## src/rtl/jk_drv_pkg.sv

```systemverilog
//------------------------------------------------------------------------------
// Module   : jk_drv_pkg
// Brief    : Shared types, constants and per-bit JK excitation rule for the
//            JK excitation driver.
// Revision : 1.0
//------------------------------------------------------------------------------
`default_nettype none

package jk_drv_pkg;

  typedef enum logic [1:0] {
    ST_IDLE   = 2'd0,
    ST_DRIVE  = 2'd1,
    ST_SETTLE = 2'd2,
    ST_CHECK  = 2'd3
  } state_t;

  localparam int c_cnt_w = 4;

  // Returns {j,k} moving one latch from q to t; dc fills the don't-care slot.
  function automatic logic [1:0] jk_excite(input logic q, input logic t, input logic dc);
    logic [1:0] jk;
    case ({q, t})
      2'b00:   jk = {1'b0, dc};
      2'b01:   jk = {1'b1, dc};
      2'b10:   jk = {dc, 1'b1};
      default: jk = {dc, 1'b0};
    endcase
    return jk;
  endfunction

endpackage

`default_nettype wire

```

## src/rtl/jk_excite_bit.sv

```systemverilog
//------------------------------------------------------------------------------
// Module   : jk_excite_bit
// Brief    : Combinational single-latch J/K encoder; falls back to a
//            state-independent set/reset drive while the shadow is invalid.
// Revision : 1.0
//------------------------------------------------------------------------------
`default_nettype none

module jk_excite_bit
  import jk_drv_pkg::*;
#(
  parameter bit DC_FILL = 1'b0
) (
  input  logic i_q,
  input  logic i_t,
  input  logic i_vld,
  output logic o_j,
  output logic o_k
);

  logic [1:0] w_jk;

  assign w_jk = i_vld ? jk_excite(i_q, i_t, DC_FILL) : {i_t, ~i_t};
  assign o_j  = w_jk[1];
  assign o_k  = w_jk[0];

endmodule

`default_nettype wire

```

## src/rtl/jk_excitation_driver.sv

```systemverilog
//------------------------------------------------------------------------------
// Module   : jk_excitation_driver
// Brief    : Steers a WIDTH-bit JK latch bank to a requested value with a
//            one-cycle enable pulse and a settle window. Optional readback
//            of the bank through q_fb: JK_EXCITATION_DRIVER_READBACK_EN.
// Revision : 1.0
//------------------------------------------------------------------------------
`default_nettype none

module jk_excitation_driver
  import jk_drv_pkg::*;
#(
  parameter int WIDTH   = 4,
  parameter int SETTLE  = 2,
  parameter int DC_FILL = 0
) (
  input  logic             clk,
  input  logic             rst,
  input  logic             req_valid,
  output logic             req_ready,
  input  logic [WIDTH-1:0] req_target,
  output logic [WIDTH-1:0] j,
  output logic [WIDTH-1:0] k,
  output logic             enable,
`ifdef JK_EXCITATION_DRIVER_READBACK_EN
  input  logic [WIDTH-1:0] q_fb,
`endif
  output logic             done,
  output logic             err,
  output logic [WIDTH-1:0] shadow
);

  state_t             r_state;
  state_t             w_state_nxt;
  logic [c_cnt_w-1:0] r_cnt;
  logic [WIDTH-1:0]   r_target;
  logic [WIDTH-1:0]   r_shadow;
  logic               r_shadow_vld;
  logic               r_err;
  logic [WIDTH-1:0]   w_j;
  logic [WIDTH-1:0]   w_k;
  logic [WIDTH-1:0]   w_fb;
  logic               w_mismatch;

`ifdef JK_EXCITATION_DRIVER_READBACK_EN
  assign w_mismatch = (q_fb != r_target);
  assign w_fb       = q_fb;
`else
  assign w_mismatch = 1'b0;
  assign w_fb       = r_target;
`endif

  generate
    for (genvar gi = 0; gi < WIDTH; gi++) begin : g_bit
      jk_excite_bit #(
        .DC_FILL (DC_FILL != 0)
      ) u_bit (
        .i_q   (r_shadow[gi]),
        .i_t   (r_target[gi]),
        .i_vld (r_shadow_vld),
        .o_j   (w_j[gi]),
        .o_k   (w_k[gi])
      );
    end
  endgenerate

  always_ff @(posedge clk) begin
    if (rst) begin
      r_state      <= ST_IDLE;
      r_cnt        <= '0;
      r_target     <= '0;
      r_shadow     <= '0;
      r_shadow_vld <= 1'b0;
      r_err        <= 1'b0;
    end else begin
      r_state <= w_state_nxt;
      r_err   <= 1'b0;
      case (r_state)
        ST_IDLE: begin
          if (req_valid) r_target <= req_target;
        end
        ST_DRIVE: begin
          r_shadow     <= r_target;
          r_shadow_vld <= 1'b1;
          r_cnt        <= c_cnt_w'(SETTLE - 1);
        end
        ST_SETTLE: begin
          if (r_cnt != '0) begin
            r_cnt <= r_cnt - 1'b1;
          end else begin
            // err is registered so it lines up with the CHECK cycle's done.
            r_err <= w_mismatch;
            if (w_mismatch) r_shadow <= w_fb;
          end
        end
        default: ;
      endcase
    end
  end

  always_comb begin
    w_state_nxt = r_state;
    req_ready   = 1'b0;
    enable      = 1'b0;
    done        = 1'b0;
    j           = '0;
    k           = '0;
    case (r_state)
      ST_IDLE: begin
        req_ready = 1'b1;
        if (req_valid) w_state_nxt = ST_DRIVE;
      end
      ST_DRIVE: begin
        enable      = 1'b1;
        j           = w_j;
        k           = w_k;
        w_state_nxt = ST_SETTLE;
      end
      ST_SETTLE: begin
        if (r_cnt == '0) w_state_nxt = ST_CHECK;
      end
      ST_CHECK: begin
        done        = 1'b1;
        w_state_nxt = ST_IDLE;
      end
      default: w_state_nxt = ST_IDLE;
    endcase
  end

  assign err    = r_err;
  assign shadow = r_shadow;

endmodule

`default_nettype wire
```

## config.mk

```make
export PLATFORM = sky130hd
export DESIGN_NAME = jk_excitation_driver
export DESIGN_NICKNAME = d
export VERILOG_FILES = /design/src/rtl/jk_drv_pkg.sv /design/src/rtl/jk_excite_bit.sv /design/src/rtl/jk_excitation_driver.sv
export SDC_FILE = /design/constraint.sdc
export NUM_CORES = 1
export LEC_CHECK = 0
export CORE_UTILIZATION = 55
export CTS_CLUSTER_SIZE = 8
export DETAILED_ROUTE_END_ITERATION = 8
export DONT_BUFFER_PORTS = 1
export GPL_ROUTABILITY_DRIVEN = 0
export GPL_TIMING_DRIVEN = 0
export PLACE_DENSITY = 0.7
export SLEW_MARGIN = 20
export SYNTH_ARGS = -nofsm -noshare
export SYNTH_HDL_FRONTEND = slang
export SYNTH_SLANG_ARGS = --single-unit
```

## constraint.sdc

```tcl
create_clock -name clk -period 3 [get_ports clk]
set_clock_uncertainty 0.15 [all_clocks]
set_input_delay 0.45 -clock clk [delete_from_list [all_inputs] [get_ports clk]]
set_output_delay 0.45 -clock clk [all_outputs]
set_load 0.02 [all_outputs]
```

==> impl_metrics.ini <==
[drt]
routed.top_layer = met3
ant_nets = 0
wl_per_cell_um = 12.1
vias = 630
detail_route.first_pass.iterations = 4
first_iter_violations = 4
drt_wl_total_mm = 1.41
dr_wl_met2_um = 675
viasPerCell = 5.38
wl_met3_um = 88
wl_met1_um = 650
drc = 0

[sta]
slew_headroom_pct = 54.8
fin_crit_ns = 2.65
report.final.setup_viol = 0
setup_tns_ns = 0
maxSlewViolCount = 0
rsz0062_at_grt = false
fin_ws_ns = 0.354
tightest_slew_ns = 0.676
finalCritPeriodShare_pct = 88.2
fmax_ghz = 0.378
hold_viol_final = 0

[setup_path]
arrival_ns = 2.05
r2r_cells = 6
max_stage_delay_ns = 0.62
start_kind = flip-flop
worst-path-max-fanout = 10
crit_path_start = r_state[1]
crit_type = reg2out
cp-endpoint = k[1]
r2r_slack_ns = 1.21
rr_startpoint = r_state[0]
critPathSlowestCell = nor3b_1
crit_required_ns = 2.40
r2r-end = r_cnt[3]
path_cells = inv_1, ha_1, clkbuf_1, nor3b_1
worstSetupEndpointType = primary output

[placed_design]
io_buffers = 0
place.detailed.hpwl_mm = 1.06
place_ws_ns = 0.661

[logic_synthesis]
netlist_area_um2 = 811
async_flop_share_pct = 0
yosysWarningCount = 0
synthesis.nets = 110
synthCells = 98
ys.flop_type = dfxtp_1
avgSynthCellArea_um2 = 8.27
yosysSeqAreaShare_pct = 37.0
synth-edff-count = 0
synth-seq-cells = 15
ys_types = 26

[die]
fp.dieH_um = 40.4
core_area_um2 = 1330
die_w_um = 40.4
num_rows = 13
start_util_pct = 60.8
pin_count = 23
dieArea_um2 = 1630

[cts]
cts_buffer_depth = 2
clk_latency_ns = 0.28
h-tree-depth = 1
clkSinkCount = 15
clk_pin_slew_worst_paths_ns = 0.10
holdBufCountCts = 0
ctsResizeCount = 0
cts_made_buffers = 3
post_cts_buffers = 0
cts_tree = built
root_buffer = clkbuf_4

[pwr]
ir_worst_vdd_mv = 0.712
power_frac_seq_pct = 34.2
p_int_mw = 0.433
p_leak_nw = 0.342
clkPwrFrac_pct = 14.7
power_frac_comb_pct = 51.1
total_power_mw = 0.793
power.share.switching_pct = 45.4
p_sw_mw = 0.360
power_density_nw_per_um2 = 925

[cells_and_area]
area_growth_pct = 5.71
utilization_pct = 64.3
layout_common_cells = dfxtp_1, a21oi_1, nand2_1
mostFrequentLayoutCell = dfxtp_1
fin_nets = 115
diodes = 0
fillers = 129
drive_gt1_share_pct = 12.7

[grt]
grt_pass1_vias = 513
overflow = 0
track_usage_pct = 18.9
grt_max_degree = 11
grt_antenna_before_repair = 0
grt_first_pass_wirelength_mm = 2.06

[job]
maxCapViolCount = 0

[status]
status = finished clean

[hold_path]
hold_path_class = in2reg
[worst min path at each step]
stage / start / to / slack (ns) / cells past startpoint
6_report: req_target[3] / r_target[3] / 0.15 / 2
3_3_place_gp: r_target[0] / r_target[0] / 0.31 / 2
5_1_grt: req_target[1] / r_target[1] / 0.15 / 2
3_5_place_dp: r_target[3] / r_target[3] / 0.31 / 2
4_1_cts: req_target[3] / r_target[3] / 0.15 / 2
2_1_floorplan: r_target[0] / r_target[0] / 0.30 / 2
[synthesized netlist by cell type (2+ instances only)]
| cell type | n | share of area, % |
|---|---|---|
| dfxtp_1 | 15 | 37 |
| a21oi_1 | 13 | 8.0 |
| nand2_1 | 10 | 4.6 |
| nand2b_1 | 6 | 4.6 |
| buf_4 | 5 | 4.6 |
| clkbuf_1 | 5 | 2.3 |
| ha_1 | 5 | 7.7 |
| inv_1 | 5 | 2.3 |
| nand3_1 | 5 | 3.1 |
| nor2b_1 | 5 | 3.9 |
| nor3b_1 | 5 | 4.6 |
| nor2_1 | 3 | 1.4 |
| nand3b_1 | 2 | 1.9 |
| nor3_1 | 2 | 1.2 |
[power groups by stage]
stage	clock network (mW)	logic [mW]	registers, mW
final	0.117	0.405	0.271
after global routing	0.127	0.453	0.278
after CTS	0.121	0.408	0.271
after detailed placement	0	0.407	0.275
after global placement	0	0.396	0.275
after floorplan	0	0.349	0.269
[area by class of cell]
| class | instances | area (µm²) | area share, % |
|---|---|---|---|
| plain buffers | 11 | 61.3 | 7.15 |
| clock buffers | 3 | 22.5 | 2.63 |
| clock inverters | 1 | 5.00 | 0.584 |
| inverters | 5 | 18.8 | 2.19 |
| multi-input cells | 67 | 430 | 50.2 |
| flip-flops and latches | 15 | 300 | 35.0 |
| well taps | 15 | 18.8 | 2.19 |
[registers in the layout, summed over array words and instances (netlist names)]
signal        cells
r_cnt             4
r_target          4
shadow            4
r_state           2
r_shadow_vld      1
[cells by family after synthesis]
kind of cell,count (synthesis),synth area share (%)
compound gates,19,14.8
fa+ha+maj,5,7.72
buf+inv,16,9.88
flops,15,37.0
mux,2,2.62
other cells,1,0.463
simple gates,40,27.5
[through the flow]
step | cells | cell area [µm²] | hold slack [ns]
floorplan | 98 | 811 | 0.300
global placement | 113 | 830 | 0.314
detailed placement | 113 | 830 | 0.315
CTS | 117 | 857 | 0.149
global route | 117 | 857 | 0.147
finish | 117 | 857 | 0.154
[worst max-delay path, delay by kind of cell (launching register included)]
kind / cells / cell delay [ns]
adders and majority gates: 1 / 0.39
DFF: 1 / 0.34
buffers and inverters: 2 / 0.41
and+or+nand+nor: 1 / 0.62
[routing by layer]
metal | up-vias | track usage, %
met5 | - | 0
met4 | 0 | 5.00
met3 | 0 | 3.89
met2 | 13 | 35.7
met1 | 284 | 20.7
li1 | 333 | -
(Power assumes the default switching activity.)
